<file path="src/rtl/alu_arbiter_pkg.sv">
// Shared types for the ALU arbiter: instruction encoding and per-requester payload.
package alu_arbiter_pkg;

    typedef enum logic [3:0] {
        i_ADD  = 4'd0,
        i_SUB  = 4'd1,
        i_AND  = 4'd2,
        i_OR   = 4'd3,
        i_XOR  = 4'd4,
        i_SLL  = 4'd5,
        i_SRL  = 4'd6,
        i_SRA  = 4'd7,
        i_SLT  = 4'd8,
        i_SLTU = 4'd9
    } alu_instr_t;

    typedef struct packed {
        alu_instr_t  instr;
        logic        is_imm;
        logic [31:0] rs1;
        logic [31:0] rs2;
        logic [31:0] imm;
    } alu_req_t;

    // Reset image of the operand register: zero operands, ADD.
    localparam alu_req_t ALU_REQ_RST = '{
        instr:  i_ADD,
        is_imm: 1'b0,
        rs1:    32'd0,
        rs2:    32'd0,
        imm:    32'd0
    };

endpackage

</file>
<file path="src/rtl/alu_arbiter_rr.sv">
// Combinational round-robin arbiter: first requester at or after ptr (mod N) wins.
module rr_arbiter #(
    parameter  int N  = 2,
    localparam int IW = (N > 1) ? $clog2(N) : 1
) (
    input  logic [N-1:0]  req,
    input  logic [IW-1:0] ptr,
    output logic [N-1:0]  grant,
    output logic [IW-1:0] gidx
);

    logic found;
    int   idx;

    always_comb begin
        grant = '0;
        gidx  = '0;
        found = 1'b0;
        idx   = 0;
        for (int k = 0; k < N; k++) begin
            idx = int'(ptr) + k;
            if (idx >= N) idx = idx - N;
            if (!found && req[IW'(idx)]) begin
                found             = 1'b1;
                grant[IW'(idx)]   = 1'b1;
                gidx              = IW'(idx);
            end
        end
    end

endmodule

</file>
<file path="src/rtl/alu_arbiter.sv">
// Shares one combinational ALU among NREQ requesters: round-robin grant into an
// operand register, ALU result captured with the owner's ID into a response register.
module alu_arbiter
    import alu_arbiter_pkg::*;
#(
    parameter  int NREQ = 2,
    localparam int IDW  = $clog2(NREQ)
) (
    input  logic                 clk,
    input  logic                 rst,
    input  logic [NREQ-1:0]      req_valid,
    output logic [NREQ-1:0]      req_ready,
    input  alu_req_t [NREQ-1:0]  req_op,
    output alu_instr_t           alu_instr,
    output logic                 alu_is_imm,
    output logic [31:0]          alu_rs1,
    output logic [31:0]          alu_rs2,
    output logic [31:0]          alu_imm,
    input  logic [31:0]          alu_rd,
    output logic                 rsp_valid,
    input  logic                 rsp_ready,
    output logic [IDW-1:0]       rsp_id,
    output logic [31:0]          rsp_data
);

    logic            op_valid;
    logic [IDW-1:0]  op_id;
    alu_req_t        op_q;
    logic [IDW-1:0]  ptr;
    logic [IDW-1:0]  ptr_next;
    logic [NREQ-1:0] grant;
    logic [IDW-1:0]  gidx;
    logic            res_load;
    logic            op_adv;
    logic            op_load;
    logic            hs;

    rr_arbiter #(.N(NREQ)) u_rr (
        .req   (req_valid),
        .ptr   (ptr),
        .grant (grant),
        .gidx  (gidx)
    );

    assign res_load = !rsp_valid || rsp_ready;
    assign op_adv   = op_valid && res_load;
    assign op_load  = !op_valid || res_load;

    // Grant ignores backpressure; op_load only gates the ready, keeping grant stable.
    assign req_ready = rst ? (grant & {NREQ{op_load}}) : '0;
    assign hs        = |req_ready;
    assign ptr_next  = (gidx == IDW'(NREQ - 1)) ? '0 : gidx + IDW'(1);

    always_ff @(posedge clk or negedge rst) begin
        if (!rst) begin
            op_valid <= 1'b0;
            op_id    <= '0;
            op_q     <= ALU_REQ_RST;
            ptr      <= '0;
        end else if (hs) begin
            op_valid <= 1'b1;
            op_id    <= gidx;
            op_q     <= req_op[gidx];
            ptr      <= ptr_next;
        end else if (op_adv) begin
            op_valid <= 1'b0;
        end
    end

    always_ff @(posedge clk or negedge rst) begin
        if (!rst) begin
            rsp_valid <= 1'b0;
            rsp_id    <= '0;
            rsp_data  <= '0;
        end else if (op_adv) begin
            rsp_valid <= 1'b1;
            rsp_id    <= op_id;
            rsp_data  <= alu_rd;
        end else if (rsp_ready) begin
            rsp_valid <= 1'b0;
        end
    end

    // Operands stay on the ALU even when op_valid is low; the result is simply not captured.
    assign alu_instr  = op_q.instr;
    assign alu_is_imm = op_q.is_imm;
    assign alu_rs1    = op_q.rs1;
    assign alu_rs2    = op_q.rs2;
    assign alu_imm    = op_q.imm;

endmodule

</file>
<file path="config.mk">
export PLATFORM = sky130hd
export DESIGN_NAME = alu_arbiter
export DESIGN_NICKNAME = d
export VERILOG_FILES = /design/src/rtl/alu_arbiter_pkg.sv /design/src/rtl/alu_arbiter_rr.sv /design/src/rtl/alu_arbiter.sv
export SDC_FILE = /design/constraint.sdc
export NUM_CORES = 1
export LEC_CHECK = 0
export BUFFER_PORTS_ARGS = -buffer_cell sky130_fd_sc_hd__buf_2
export CAP_MARGIN = 20
export CORE_AREA = 2 2 148 150
export CTS_CLUSTER_SIZE = 8
export DETAILED_ROUTE_END_ITERATION = 8
export DIE_AREA = 0 0 150 152
export GPL_TIMING_DRIVEN = 0
export SETUP_SLACK_MARGIN = 0.05
export SKIP_LAST_GASP = 1
export SLEW_MARGIN = 0
export SYNTH_ARGS = -nofsm -noshare
export SYNTH_HDL_FRONTEND = slang
export SYNTH_SLANG_ARGS = --single-unit
export TNS_END_PERCENT = 50
</file>
<file path="constraint.sdc">
create_clock -name clk -period 1.62 [get_ports clk]
set_clock_uncertainty 0.1 [all_clocks]
set_input_delay 0.162 -clock clk [delete_from_list [all_inputs] [get_ports clk]]
set_output_delay 0.162 -clock clk [all_outputs]
set_load 0.01 [all_outputs]
</file>
==> flow_summary.toml <==
[status]
outcome = "finished, violations left"
violations = "negative hold slack, negative setup slack"

[worst_setup_path]
cp_slowest_cell = "dfrtp_1"
end_kind = "flip-flop"
crit_path_start = "ptr"
cpPeakStageDelay_ns = 0.38
path_cells = "nand3b_1 -> a21oi_4 -> buf_4 -> buf_8 -> buf_4 -> buf_8 -> mux2_2"
crit_path_max_fanout = 6
critPathKind = "flip-flop to flip-flop"
cp.arrival_ns = 2.08
cp-start-kind = "flip-flop"
worst_ep_required_time_ns = 1.81
r2r-start = "ptr"

[global_route]
antenna_found_initial = 0
met2_usage_pct = 33.7
overflow = 0
grt_usage_pct = 18.3
top_usage_layer = "met2"
grt_pass1_vias = 6275
grt_pass1_wl_um = 32400
use_met1_pct = 19.9
grt_use_met3_pct = 5.68
grt_max_degree = 74

[synthesis]
yosysTopAreaCell = "dfrtp_1"
ys_seq_area_share_pct = 52.4
ys_types = 14
yosys_warnings = 0
synth_top_area_share_pct = 52.4
synth_edf_count = 0
synthTopCellsByArea = "dfrtp_1, mux2_1, mux2_2, mux2_4, buf_6"
syn_area_per_cell_um2 = 16.0
synthFlopType = "dfrtp_1"
ys_seq_elements = 138
yosys-top-cells-count = "dfrtp_1, mux2_1, mux2_2"
synth_cells = 412
synthArstFlopShare_pct = 100
synth.most_common_cell = "dfrtp_1"
syn_area_um2 = 6600
synthesis.nets = 651

[pwr]
ir_drop_mv = 0.801
powerDensity_nw_per_um2 = 1400
p_leak_nw = 5.62

[die]
rows = 54
fp.dieH_um = 152
core_area_um2 = 21400
design.die.area_um2 = 22800
dieWidth_um = 150
start_util_pct = 30.9
io_pins = 376

[cells_and_area]
area_growth_pct = 77.0
fin_util_pct = 54.7
drive_gt1_share_pct = 57.4
fin_nets = 1239
diodes = 0

[hold_path]
hold_path.class = "input pin to asynchronous set/reset pin"

[drt]
wire_per_inst_um = 16.4
drtIter0Drc = 152
ant_nets = 0
avgViaCountPerCell = 4.35
first_pass_iters = 4
drc = 0
vias = 5630
wl_um = 21100

[sta]
max_freq_mhz = 529
rsz0062_at_grt = "yes"
layout_min_cycle_time_ns = 1.89
whs_ns = -0.459
drv_slew = 0
timing.final.crit_share_pct = 117
setup_slack_ns = -0.271
final_hold_viol_count = 104
setup_viol = 109

[clocking]
cts_tree = "yes"
clk_latency_ns = 0.41
cts_max_level = 4
clock-root-buffer = "clkbuf_16"
clkTransAtPathRegs_ns = 0.07
numCtsBuffers = 17
cts_sinks = 138
clockBufferDepth = 2

[placed_design]
gp_congestion = 0.764
place_ws_ns = -1.02
io_buffers = 373
dp_hpwl_um = 13200

[run]
max-cap-violations = 0
[worst max-delay path, delay by kind of cell (launching register included)]
| family | cells | cell delay, ns |
|---|---|---|
| compound gates | 1 | 0.20 |
| buf+inv | 4 | 0.54 |
| simple gates | 1 | 0.22 |
| mux | 1 | 0.33 |
| flops | 1 | 0.38 |
[final cells by class]
| type | instances | area (um2) |
|---|---|---|
| Timing Repair Buffer | 569 | 3940 |
| Clock inverter | 13 | 154 |
| Buffer | 27 | 379 |
| Sequential cell | 138 | 3450 |
| Tap cell | 280 | 350 |
| Multi-Input combinational cell | 247 | 2960 |
| Clock buffer | 19 | 443 |
| Fill cell | 1776 | 9670 |
[sequential cells by signal, summed over array words and instances, names as in the netlist, 4 cells and up]
| register | cells |
|---|---|
| alu_rs2 | 32 |
| alu_rs1 | 32 |
| alu_imm | 32 |
| alu_instr | 4 |
| rsp_data | 32 |
[worst paths after layout]
path | slack (ns) | to | cells past startpoint
hold / removal | -0.46 | alu_rs1[26] | 1
min in group clk | 0.02 | alu_rs1[12] | 3
max in group asynchronous | 1.19 | alu_is_imm | 2
setup / recovery | -0.27 | alu_rs1[9] | 7
hold reg to reg | 0.40 | alu_rs1[12] | 1
setup reg to reg | -0.27 | alu_rs1[9] | 7
[cell usage in the layout (no fill, tap or decap)]
cell type	instances
buf_4	5
clkinvlp_4	2
dlygate4sd3_1	184
nand2_8	1
buf_2	375
clkbuf_16	18
inv_6	7
dfrtp_1	138
buf_6	11
buf_16	2
clkbuf_8	1
conb_1	1
mux2_1	100
buf_12	10
clkinv_4	2
or2_1	1
buf_8	6
clkbuf_1	1
mux2_4	58
mux2_2	77
nand3b_1	1
bufinv_16	2
nand2_1	3
nor2b_4	1
nand2b_1	2
nor2b_1	1
bufbuf_16	2
a21oi_4	1
[logic make-up (layout without fill, tap and decap cells)]
family,after synthesis,count (layout),share of synthesized area (%)
muxes,235,235,43.0
other,1,1,0.0568
DFF,138,138,52.4
and+or+nand+nor,10,10,0.816
AOI/OAI and AO/OA,1,1,0.133
buffers and inverters,27,628,3.68
[power breakdown]
part	internal (W)	switching (W)	total, W
Combinational	0.00366	0.00270	0.00637
Sequential	0.00513	0.000846	0.00598
Clock	0.00235	0.00160	0.00395
[repair_timing]
action | in CTS | in global routing
hold buffers | 182 | 2
setup endpoints to repair | 134 | 134
pin swaps | 0 | 0
hold endpoints to repair | 217 | 106
buffers inserted | 5 | 1
cloned | 4 | 1
gates resized for setup | 25 | 19
[routing by layer]
| metal | vias up | part of all wire, % |
|---|---|---|
| met3 | 37 | 6.6 |
| met5 | - | 0 |
| met2 | 225 | 53 |
| met1 | 2716 | 38 |
| li1 | 2652 | - |
| met4 | 0 | 2.1 |
[metrics by stage]
stage                     cells  TNS [ns]  hold WS, ns  cell area [um2]  total power (W)
final                      1293    -18.42       -0.459            11700           0.0163
after global routing       1293    -27.97       -0.456            11700           0.0173
after CTS                  1289    -21.62       -0.448            11600           0.0164
after detailed placement   1066   -101.35        0.133             8900           0.0119
after global placement     1065   -530.62        0.293             8870           0.0118
after floorplan             412         0       -0.234             6650          0.00921
(Power assumes the default switching activity.)
